==> config.mk <==
export PLATFORM = sky130hd
export DESIGN_NAME = fp16_mult_result_buffer
export DESIGN_NICKNAME = d
export VERILOG_FILES = /design/src/rtl/fp16_mult_result_buffer.sv
export SDC_FILE = /design/constraint.sdc
export NUM_CORES = 1
export LEC_CHECK = 0
export BUFFER_PORTS_ARGS = -buffer_cell sky130_fd_sc_hd__clkbuf_2
export CORE_MARGIN = 4
export CORE_UTILIZATION = 51
export CTS_BUF_LIST = sky130_fd_sc_hd__clkbuf_16
export DETAILED_ROUTE_END_ITERATION = 10
export PLACE_DENSITY = 0.74
export SLEW_MARGIN = 20
export SYNTH_ARGS = -nofsm -noshare
export SYNTH_HDL_FRONTEND = slang
export SYNTH_SLANG_ARGS = --single-unit
==> constraint.sdc <==
create_clock -name clk -period 2 [get_ports clk]
set_input_delay 0.2 -clock clk [delete_from_list [all_inputs] [get_ports clk]]
set_output_delay 0.2 -clock clk [all_outputs]
set_load 0.01 [all_outputs]
==> src/rtl/fp16_mult_result_buffer.sv <==
// fp16_mult_result_buffer
//   Elastic result stage behind the combinational FP16 multiplier. Each
//   accepted product is classified on entry and queued together with its
//   class in a DEPTH-entry FIFO. Sticky exception flags and a saturating
//   NaN counter feed the FPU status path.
//
//   Optional build macro: FP16_RESBUF_BYPASS_EN
//     When defined, an empty buffer presents the incoming product
//     combinationally on the output. If the consumer takes it in the same
//     cycle, the product skips storage and latency is zero.
//     When undefined, there is no combinational path from input to output.

module fp16_mult_result_buffer #(
    parameter int DEPTH = 4,
    parameter int CNT_W = 16
) (
    input  logic                         clk,
    input  logic                         rst,
    input  logic                         in_valid,
    output logic                         in_ready,
    input  logic [15:0]                  in_product,
    output logic                         out_valid,
    input  logic                         out_ready,
    output logic [15:0]                  out_product,
    output logic [2:0]                   out_class,
    input  logic                         flag_clr,
    output logic                         sticky_nan,
    output logic                         sticky_inf,
    output logic                         sticky_uf,
    output logic [CNT_W-1:0]             nan_cnt,
    output logic [$clog2(DEPTH+1)-1:0]   count
);

    localparam int PTR_W = $clog2(DEPTH);
    localparam int OCC_W = $clog2(DEPTH + 1);

    typedef enum logic [2:0] {
        CLS_ZERO = 3'd0,
        CLS_SUB  = 3'd1,
        CLS_NORM = 3'd2,
        CLS_INF  = 3'd3,
        CLS_QNAN = 3'd4,
        CLS_SNAN = 3'd5
    } fp_class_e;

    // The sign bit never affects the class, so only exponent and mantissa are passed in.
    function automatic fp_class_e classify(input logic [4:0] exp_f, input logic [9:0] mant_f);
        fp_class_e cls;
        if (exp_f == 5'h1F) begin
            if (mant_f == 10'd0)  cls = CLS_INF;
            else if (mant_f[9])   cls = CLS_QNAN;
            else                  cls = CLS_SNAN;
        end else if (exp_f == 5'd0) begin
            cls = (mant_f == 10'd0) ? CLS_ZERO : CLS_SUB;
        end else begin
            cls = CLS_NORM;
        end
        return cls;
    endfunction

    // Each entry holds {class, product}.
    logic [18:0]      mem [DEPTH];
    logic [PTR_W-1:0] wr_ptr;
    logic [PTR_W-1:0] rd_ptr;

    fp_class_e  in_class;
    logic       empty;
    logic       full;
    logic       push;
    logic       pop;
    logic       store;
    logic       pop_store;
    logic       push_nan;
    logic       push_inf;
    logic       push_uf;
    logic [18:0] head;

    assign in_class = classify(in_product[14:10], in_product[9:0]);
    assign empty    = (count == '0);
    assign full     = (count == OCC_W'(DEPTH));
    assign in_ready = ~full & ~rst;
    assign push     = in_valid & in_ready;
    assign pop      = out_valid & out_ready;
    assign head     = mem[rd_ptr];

    // A pop only dequeues storage when something is actually stored.
    assign pop_store = pop & ~empty;

`ifdef FP16_RESBUF_BYPASS_EN
    // An empty buffer forwards the incoming product. If the consumer takes
    // it in the same cycle, it is never written into storage.
    assign store       = push & ~(empty & out_ready);
    assign out_valid   = ~empty | (in_valid & ~rst);
    assign out_product = ~empty ? head[15:0] : (rst ? 16'd0 : in_product);
    assign out_class   = ~empty ? head[18:16] : (rst ? 3'd0 : in_class);
`else
    // Outputs read zero while empty, so they are defined straight out of reset.
    assign store       = push;
    assign out_valid   = ~empty;
    assign out_product = empty ? 16'd0 : head[15:0];
    assign out_class   = empty ? 3'd0 : head[18:16];
`endif

    assign push_nan = push & ((in_class == CLS_QNAN) | (in_class == CLS_SNAN));
    assign push_inf = push & (in_class == CLS_INF);
    assign push_uf  = push & ((in_class == CLS_ZERO) | (in_class == CLS_SUB));

    // Storage write port.
    // NOTE: the data array has no reset; valid/empty tracking comes from count,
    // so stale contents are never observable and the array can map to RAM.
    always_ff @(posedge clk) begin
        if (store) begin
            mem[wr_ptr] <= {in_class, in_product};
        end
    end

    // Pointer and occupancy bookkeeping; pointers wrap naturally at DEPTH.
    // NOTE: sequential state uses non-blocking assignments so every register
    // samples pre-edge values regardless of statement order.
    always_ff @(posedge clk) begin
        if (rst) begin
            wr_ptr <= '0;
            rd_ptr <= '0;
            count  <= '0;
        end else begin
            if (store)     wr_ptr <= wr_ptr + PTR_W'(1);
            if (pop_store) rd_ptr <= rd_ptr + PTR_W'(1);
            case ({store, pop_store})
                2'b10:   count <= count + OCC_W'(1);
                2'b01:   count <= count - OCC_W'(1);
                default: count <= count;
            endcase
        end
    end

    // Sticky flags and the NaN counter. A flagged push beats a same-cycle clear.
    always_ff @(posedge clk) begin
        if (rst) begin
            sticky_nan <= 1'b0;
            sticky_inf <= 1'b0;
            sticky_uf  <= 1'b0;
            nan_cnt    <= '0;
        end else begin
            sticky_nan <= (sticky_nan & ~flag_clr) | push_nan;
            sticky_inf <= (sticky_inf & ~flag_clr) | push_inf;
            sticky_uf  <= (sticky_uf  & ~flag_clr) | push_uf;
            if (flag_clr) begin
                nan_cnt <= push_nan ? CNT_W'(1) : '0;
            end else if (push_nan && (nan_cnt != '1)) begin
                nan_cnt <= nan_cnt + CNT_W'(1);
            end
        end
    end

endmodule

Word level (Yosys, flattened, before mapping)
Memory sizes are Yosys's and may differ from the RTL's. A register that Yosys moved wholly into a read port is not among the register bits.
Cells that the tools add are included.
{"block": "classes", "n_addsub": 5, "reduce_logical": 7, "eq_ne": 9, "muxes": 15, "bitwise": 19}
{"op": "$mux W16", "count": 3}
{"op": "$add A16 B1 Y16 const B", "count": 1}
{"op": "$ne A16 B16 Y1 const B", "count": 1}
{"op": "$and A1 B1 Y1", "count": 10}
{"op": "$logic_not A10 Y1", "count": 1}
{"op": "$eq A3 B3 Y1 const B", "count": 3}
{"op": "$mux W3", "count": 3}
{"op": "$logic_not A3 Y1", "count": 2}
{"op": "$mux W2", "count": 3}
{"op": "$pmux W3 S2", "count": 1}
{"op": "$eq A5 B5 Y1 const B", "count": 1}
{"op": "$logic_not A5 Y1", "count": 1}
{"op": "$mux W1", "count": 5}
{"op": "$or A1 B1 Y1", "count": 5}
{"op": "$add A2 B1 Y2 const B", "count": 2}
{"op": "$not A1 Y1", "count": 4}
{"op": "$reduce_bool A2 Y1", "count": 2}
{"op": "$add A3 B1 Y3 const B", "count": 1}
{"op": "$eq A3 B1 Y1 const B", "count": 1}
{"op": "$eq A3 B2 Y1 const B", "count": 1}
{"op": "$sub A3 B1 Y3 const B", "count": 1}
{"op": "$eq A2 B1 Y1 const B", "count": 1}
{"op": "$eq A2 B2 Y1 const B", "count": 1}
{"op": "$logic_and A1 B1 Y1", "count": 1}
{"block": "word_totals", "mem_bits_rw": 76, "regBits": 26, "n_memories": 1, "input_bits": 21}
{"name": "mem", "words": 4, "width": 19, "read_ports": 1, "rd_clocked_by_memory_dff": 1, "wr": 1, "line_no": "62", "source": "logic [18:0] mem [DEPTH];"}

Logic depth before layout (Yosys ltp)
Gate-level depths: netlist (run 1).
{"block": "logic_depth", "ltp_word": 10, "ltp_mapped": 9, "ltp_nobuf": 9}

Worst setup path before layout (run 1)
No wires, ideal clock.
{"block": "synth_path", "path_kind": "register to register", "start": "reg count[2]", "end": "reg count[2]", "n_path_buf": 0, "required_ns": 1.929, "period_less_slack_ns": 2.303, "stages_incl_launch_ff": 10, "path_slack_ns": -0.303, "t_arrival_ns": 2.232, "cell_sequence": "dfxtp_1 or3b_1 and2_1 inv_2 ha_1 inv_1 fa_1 xor2_1 or3_1 a21oi_1"}
{"block": "synth_between", "elab_chain_cells": 6, "word_cells_on_any_way": 14, "cone_classes": "2 x add/sub; 3 x eq/ne; 1 x mux; 6 x bitwise; 2 x reduce/logical"}
{"element": "start, declared", "line_no": "31", "source": "output logic [$clog2(DEPTH+1)-1:0] count"}
{"element": "start signal, assigned", "line_no": "129", "source": "2'b10: count <= count + OCC_W'(1);"}
{"element": "start signal, assigned", "line_no": "130", "source": "2'b01: count <= count - OCC_W'(1);"}
{"element": "start signal, assigned", "line_no": "131", "source": "default: count <= count;"}
{"element": "$eq A3 B3 Y1 or $logic_not A3 Y1 (tied branches)", "line_no": "80, 79"}
{"element": "$not A1 Y1, on equally long branches", "line_no": "81, 87, 99"}
{"element": "$and A1 B1 Y1, on equally long branches", "line_no": "81, 83"}
{"element": "$and A1 B1 Y1, on equally long branches", "line_no": "82, 87"}
{"element": "$eq A2 B1 Y1 or $eq A2 B2 Y1 (tied branches)", "line_no": "128", "source": "case ({store, pop_store})"}
{"element": "$pmux W3 S2 or $reduce_bool A2 Y1 (tied branches)"}
Parallel ways exist; a longest one is shown, timed or not.
A chain may end at the register's enable or synchronous reset.

Final worst setup path (run 1)
{"block": "layout_path", "start": "reg count[2]", "end": "reg nan_cnt[9]"}
{"block": "layout_between", "elab_chain_cells": 7}
{"element": "$eq A3 B3 Y1", "line_no": "80", "source": "assign full = (count == OCC_W'(DEPTH));"}
{"element": "$not A1 Y1", "line_no": "81", "source": "assign in_ready = ~full & ~rst;"}
{"element": "$and A1 B1 Y1", "line_no": "81"}
{"element": "$and A1 B1 Y1", "line_no": "82", "source": "assign push = in_valid & in_ready;"}
{"element": "$and A1 B1 Y1", "line_no": "104", "source": "assign push_nan = push & ((in_class == CLS_QNAN) | (in_class == CLS_SNAN));"}
{"element": "$logic_and A1 B1 Y1", "line_no": "149", "source": "end else if (push_nan && (nan_cnt != '1)) begin"}
{"element": "$reduce_bool A2 Y1 (no source line)"}
{"element": "end signal, assigned", "line_no": "148", "source": "nan_cnt <= push_nan ? CNT_W'(1) : '0;"}
{"element": "end signal, assigned", "line_no": "150", "source": "nan_cnt <= nan_cnt + CNT_W'(1);"}
{"element": "end, declared", "line_no": "30", "source": "output logic [CNT_W-1:0] nan_cnt,"}
Every way passes these cells.

==> impl_metrics.ini, run 1 <==
[global_route]
grtUsageTotal_pct = 17.5
grt_pass1_wl_um = 13400
grt_pass1_vias = 2658
grt_max_degree = 22
grt_overflow = 0
antenna_found_initial = 0

[setup_path]
ff2ff_setup_slack_ns = -0.03
cp_cell_sequence = or3b_4, and2_4, inv_4, buf_4, nor3_4, a21oi_4, buf_12, or4_4, a21oi_2
worstPathArrival_ns = 2.30
crit_type = register to register
crit_fanout = 6
required_ns = 2.26
worst_setup_path_end_kind = register
slowest_stage = or4_4
cp_slowest_stage_delay_ns = 0.47
startpoint_type = register

[placed_design]
dp_cells = 471
globalplace.congestion = 0.809
post-dp-hpwl_um = 5310
pre_cts_slack_ns = -0.0499
post_dp_cell_area_sq_um = 4910
io_buffer_count = 63

[sta]
grt_setup_unrepaired = yes
clock_skew_ns = 0.00480
finalWorstSetupSlack_ns = -0.0340
worst_slew_pin_slew_ns = 0.491
setup_tns_ns = -0.0605
hold_violations = 0
post-route-period-util_pct = 102
max_freq_mhz = 492
setup_viol = 2
min_period_ns = 2.03
finalMaxSlewViolations = 0
slew-limit-headroom_pct = 67.2

[routing]
drt-vias-per-instance = 5.48
drc = 0
wl_met2_um = 4230
wire_per_inst_um = 17.0
drtIter0Drc = 98
drt_wl_total_um = 8370
firstDrtPassIters = 4
top_layer_used = met4
dr_wl_met3_um = 494
wl_met1_um = 3530
dr_total_vias = 2698
ant_nets = 0

[logic_synthesis]
yosys.area_share.simple_pct = 13.5
synth_area_per_cell_sq_um = 14.8
synth_top_area_share_pct = 53.0
synth-seq-cells = 104
synth-edff-count = 76
yosys-top-cells-area = edfxtp_1, dfxtp_1, mux4_2
synth_top_flop_cell = edfxtp_1
synth_area_sq_um = 4310
ys_seq_area_share_pct = 66.0
synth_top_cell_by_area = edfxtp_1
synth_compound_area_share_pct = 4.73
ys_types = 36
synth_xor_area_share_pct = 1.63
yosysWarnings = 0
postSynthCellCount = 291
synthMuxAreaShare_pct = 9.93
synth-adder-area-share_pct = 2.21
syn_nets = 319
synthArstFlopShare_pct = 0
synth_top_family_by_area = simple AND/OR/NAND/NOR gates

[die]
rows = 33
dieArea_sq_um = 9980
die_h_um = 99.9
die_w_um = 99.9
coreArea_sq_um = 8220
start_util_pct = 52.4
num_io_pins = 64

[outcome]
violations = negative setup slack
status = complete, but fails checks

[cells_and_area]
drive_gt1_share_pct = 39.3
n_fill_cell = 590
final_cells = 492
design_area_sq_um = 5380
area_delta_synth_final_pct = 24.9
nNetsFinal = 410
antennaDiodeCount = 0
final_cell_mix = edfxtp_1, clkbuf_2, dfxtp_1
final_common_cell = edfxtp_1

[cts]
htreeDepth = 3
clockBufferDepth = 2
cts-root-buf = clkbuf_16
clkSlewWorstSetupHoldPaths_ns = 0.07
cts_tree = done
cts_inserted_buffers = 9
cts-hold-fix-buffers = 0
clk_latency_ns = 0.33
cts_sinks = 104

[power]
power.density_nw_per_um2 = 1080
p_leak_uw = 0.00195
ir_drop_uv = 812

[job]
cap_violations = 0

[min_path]
hp-class = input port to register
==> final cells by class <==
type	instances	area, sq um	share of cell area [%]
clock buffers	10	250	4.65
clock inverters	6	75.1	1.40
inverters	6	25.0	0.465
multi-input cells	170	1470	27.3
flip-flops and latches	104	2850	52.9
well taps	105	131	2.44
repair buffers	91	586	10.9
==> synth_stat cells, types with 2 or more instances <==
master    number
xor2_1         3
edfxtp_1      76
and3_1        10
o21ai_0        2
nor3_1         4
mux4_2        19
a21oi_1       12
clkbuf_1       7
xnor2_1        5
ha_1           6
a21oi_2        5
dfxtp_1       28
and2_1        21
or4_1          6
nand2_1       14
nand3_1       10
nor2_1        18
o21ai_1        7
inv_1          5
nor2b_1        4
buf_2          2
or3_1          9
o31ai_1        5
==> routing by layer <==
layer / vias up / GRT usage [%]
met5: - / 0
li1: 1283 / -
met3: 9 / 4.24
met4: 0 / 6.62
met1: 1328 / 23.0
met2: 78 / 28.3
==> stage by stage <==
step	total power (uW)	utilization, %	hold WS [ns]
6_report	5840	65.5	0.0818
5_1_grt	6130	65.5	0.0794
4_1_cts	5890	64.0	0.0765
3_5_place_dp	4010	59.8	0.427
3_3_place_gp	3990	59.8	0.418
2_1_floorplan	3450	-	0.299
==> where the power goes <==
group / leakage (uW) / total [uW] / internal [uW] / switching (uW)
Clock: 0.000168 / 1860 / 1160 / 705
Combinational: 0.000864 / 1510 / 765 / 743
Sequential: 0.000917 / 2470 / 2430 / 41.4
Total: 0.00195 / 5840 / 4350 / 1490
==> final timing paths <==
check | from | endpoint | cells past startpoint
hold reg to reg | sticky_nan | sticky_nan | 2
setup / recovery | count[2] | nan_cnt[9] | 9
hold / removal | in_product[15] | mem[0][15] | 1
setup reg to reg | count[2] | nan_cnt[9] | 9
==> registers in the layout, indices dropped and copies added, names as in the netlist, named ones only <==
register	cells
mem	76
nan_cnt	16
count	3
rd_ptr	2
wr_ptr	2
sticky_inf	1
sticky_nan	1
sticky_uf	1
==> critical path: cells and delay by family (launching register included) <==
family	cells	cell delay, ns
and+or+nand+nor	4	1.06
AOI/OAI and AO/OA	2	0.25
DFF	1	0.32
buffers and inverters	3	0.34
==> cells by family after synthesis <==
family,after synthesis
xor+xnor,8
mux,19
compound gates,33
flops,104
fa+ha+maj,7
buf+inv,17
simple gates,103
==> what timing repair did <==
action / in CTS / in global routing
pin swaps: 1 / 12
gates cloned: 0 / 2
buffers inserted: 1 / 2
endpoints found under the hold margin: 0 / 0
gates resized for setup: 3 / 12
setup endpoints to repair: 3 / 6
No activity file was read; power rests on OpenSTA's default activity.
==> run 2: changes to the inputs <==
--- a/config.mk
+++ b/config.mk
@@ -6,7 +6,7 @@
 export NUM_CORES = 1
 export LEC_CHECK = 0
 export BUFFER_PORTS_ARGS = -buffer_cell sky130_fd_sc_hd__clkbuf_2
-export CORE_MARGIN = 4
+export CORE_MARGIN = 2
 export CORE_UTILIZATION = 51
 export CTS_BUF_LIST = sky130_fd_sc_hd__clkbuf_16
 export DETAILED_ROUTE_END_ITERATION = 10
==> impl_metrics.ini, run 2 (synthesis results as in run 1) <==
[outcome]
status = complete, but fails checks
violations = negative setup slack

[sta]
post-route-period-util_pct = 102
setup_viol = 1
min_period_ns = 2.04
worst_slew_pin_slew_ns = 0.515
finalWorstSetupSlack_ns = -0.0445
grt_setup_unrepaired = yes
max_freq_mhz = 489
clock_skew_ns = 0.00700
finalMaxSlewViolations = 0
hold_violations = 0
slew-limit-headroom_pct = 65.6
setup_tns_ns = -0.0445

[setup_path]
worstPathArrival_ns = 2.31
crit_fanout = 3
startpoint_type = register
required_ns = 2.27
slowest_stage = or3b_4
worst_setup_path_end_kind = register
cp_cell_sequence = or3b_4, and2_4, inv_4, ha_4, inv_2, fa_2, xor2_1, or3_1, a21oi_1
ff2ff_setup_slack_ns = -0.04
crit_type = register to register
cp_slowest_stage_delay_ns = 0.37

[global_route]
grtUsageTotal_pct = 19.4
grt_pass1_vias = 2528
grt_pass1_wl_um = 13000
antenna_found_initial = 0
grt_overflow = 0
grt_max_degree = 22

[routing]
drc = 0
dr_total_vias = 2633
wire_per_inst_um = 16.9
drt_wl_total_um = 8230
firstDrtPassIters = 4
drt-vias-per-instance = 5.40
drtIter0Drc = 135
ant_nets = 0

[cells_and_area]
largest_reg_flops = 76
top_regs = mem x76, nan_cnt x16, count x3
regMostFlops = mem
final_cell_mix = edfxtp_1, clkbuf_2, dfxtp_1
multi_input_area_sq_um = 1420
antennaDiodeCount = 0
drive_gt1_share_pct = 36.8
area_delta_synth_final_pct = 22.0
final_common_cell = edfxtp_1
nNetsFinal = 406
n_fill_cell = 617
regArea_sq_um = 2850

[cts]
clockBufferDepth = 2
cts_tree = done
cts_setup_buffers = 0
clk_latency_ns = 0.34
cts_inserted_buffers = 9
cts_sinks = 104
cts-hold-fix-buffers = 0
cts-root-buf = clkbuf_16
htreeDepth = 3
clkSlewWorstSetupHoldPaths_ns = 0.07

[die]
rows = 33
num_io_pins = 64
coreArea_sq_um = 8220
dieArea_sq_um = 9200
start_util_pct = 52.4
die_w_um = 95.9
die_h_um = 95.9

[placed_design]
globalplace.congestion = 0.769
post-dp-hpwl_um = 5400
io_buffer_count = 63

[power]
p_leak_uw = 0.00188
p_total_uw = 5740
power.density_nw_per_um2 = 1090
ir_drop_uv = 742

[min_path]
hp-class = input port to register

[job]
cap_violations = 0
[run 2: cell types whose count changed in the layout (fill, tap and decap cells not counted), moves of 2 or more]
cell,before,now
inv_1,6,4
buf_4,24,21
nor3_1,1,4
clkbuf_16,12,10
nor3_2,3,0
or3_4,3,0
or3_1,6,9
clkinv_4,0,2
[run 2: critical path: cells and delay by family (launching register included)]
kind	cells	cell delay (ns)
AO/OA/AOI/OAI	1	0.12
XOR/XNOR	1	0.15
adder cells (fa/ha/maj)	2	0.45
buffers and inverters	2	0.08
flip-flops	1	0.34
AND/OR/NAND/NOR	3	0.83
[run 2: worst paths after layout]
| check | end | start | depth (start not counted) |
|---|---|---|---|
| max | count[2] | count[2] | 9 |
| min | mem[3][15] | in_product[15] | 1 |
| min reg2reg | sticky_nan | sticky_nan | 2 |
| max reg2reg | count[2] | count[2] | 9 |
[run 2: final cells by class]
| class | instances | share of cell area [%] |
|---|---|---|
| multi-input combinational | 170 | 27.0 |
| inverter | 6 | 0.476 |
| sequential | 104 | 54.2 |
| clock buffer | 9 | 4.29 |
| clock inverter | 7 | 1.36 |
| tap | 105 | 2.50 |
| timing repair buffer | 87 | 10.2 |
[run 2: per-stage QoR]
stage	util, %	setup slack [ns]	area (sq um)	hold slack (ns)	instances
2_1_floorplan	-	-0.0959	4330	0.299	291
3_3_place_gp	59.8	-0.0116	4910	0.419	471
3_5_place_dp	59.8	-0.0696	4910	0.430	471
4_1_cts	63.6	-0.0643	5230	0.0746	487
5_1_grt	63.9	-0.134	5250	0.0701	488
6_report	63.9	-0.0445	5250	0.0813	488
[run 2: where the power goes]
| part | switching, uW | internal (uW) | total [uW] |
|---|---|---|---|
| logic | 748 | 791 | 1540 |
| registers | 52.8 | 2430 | 2480 |
| clock network | 746 | 970 | 1720 |
[run 2: repair_timing]
item	in CTS	in global routing
resized for setup	5	1
setup endpoints to repair	3	10
pin swaps	1	0
endpoints found under the hold margin	0	0
gates cloned	0	1
[run 2: routing by layer]
metal / global-route usage [%] / wire length, um / vias up
li1: - / - / 1279
met4: 7.14 / 142 / 0
met3: 4.54 / 374 / 11
met5: 0 / 0 / -
met2: 31.9 / 4120 / 70
met1: 25.3 / 3590 / 1273
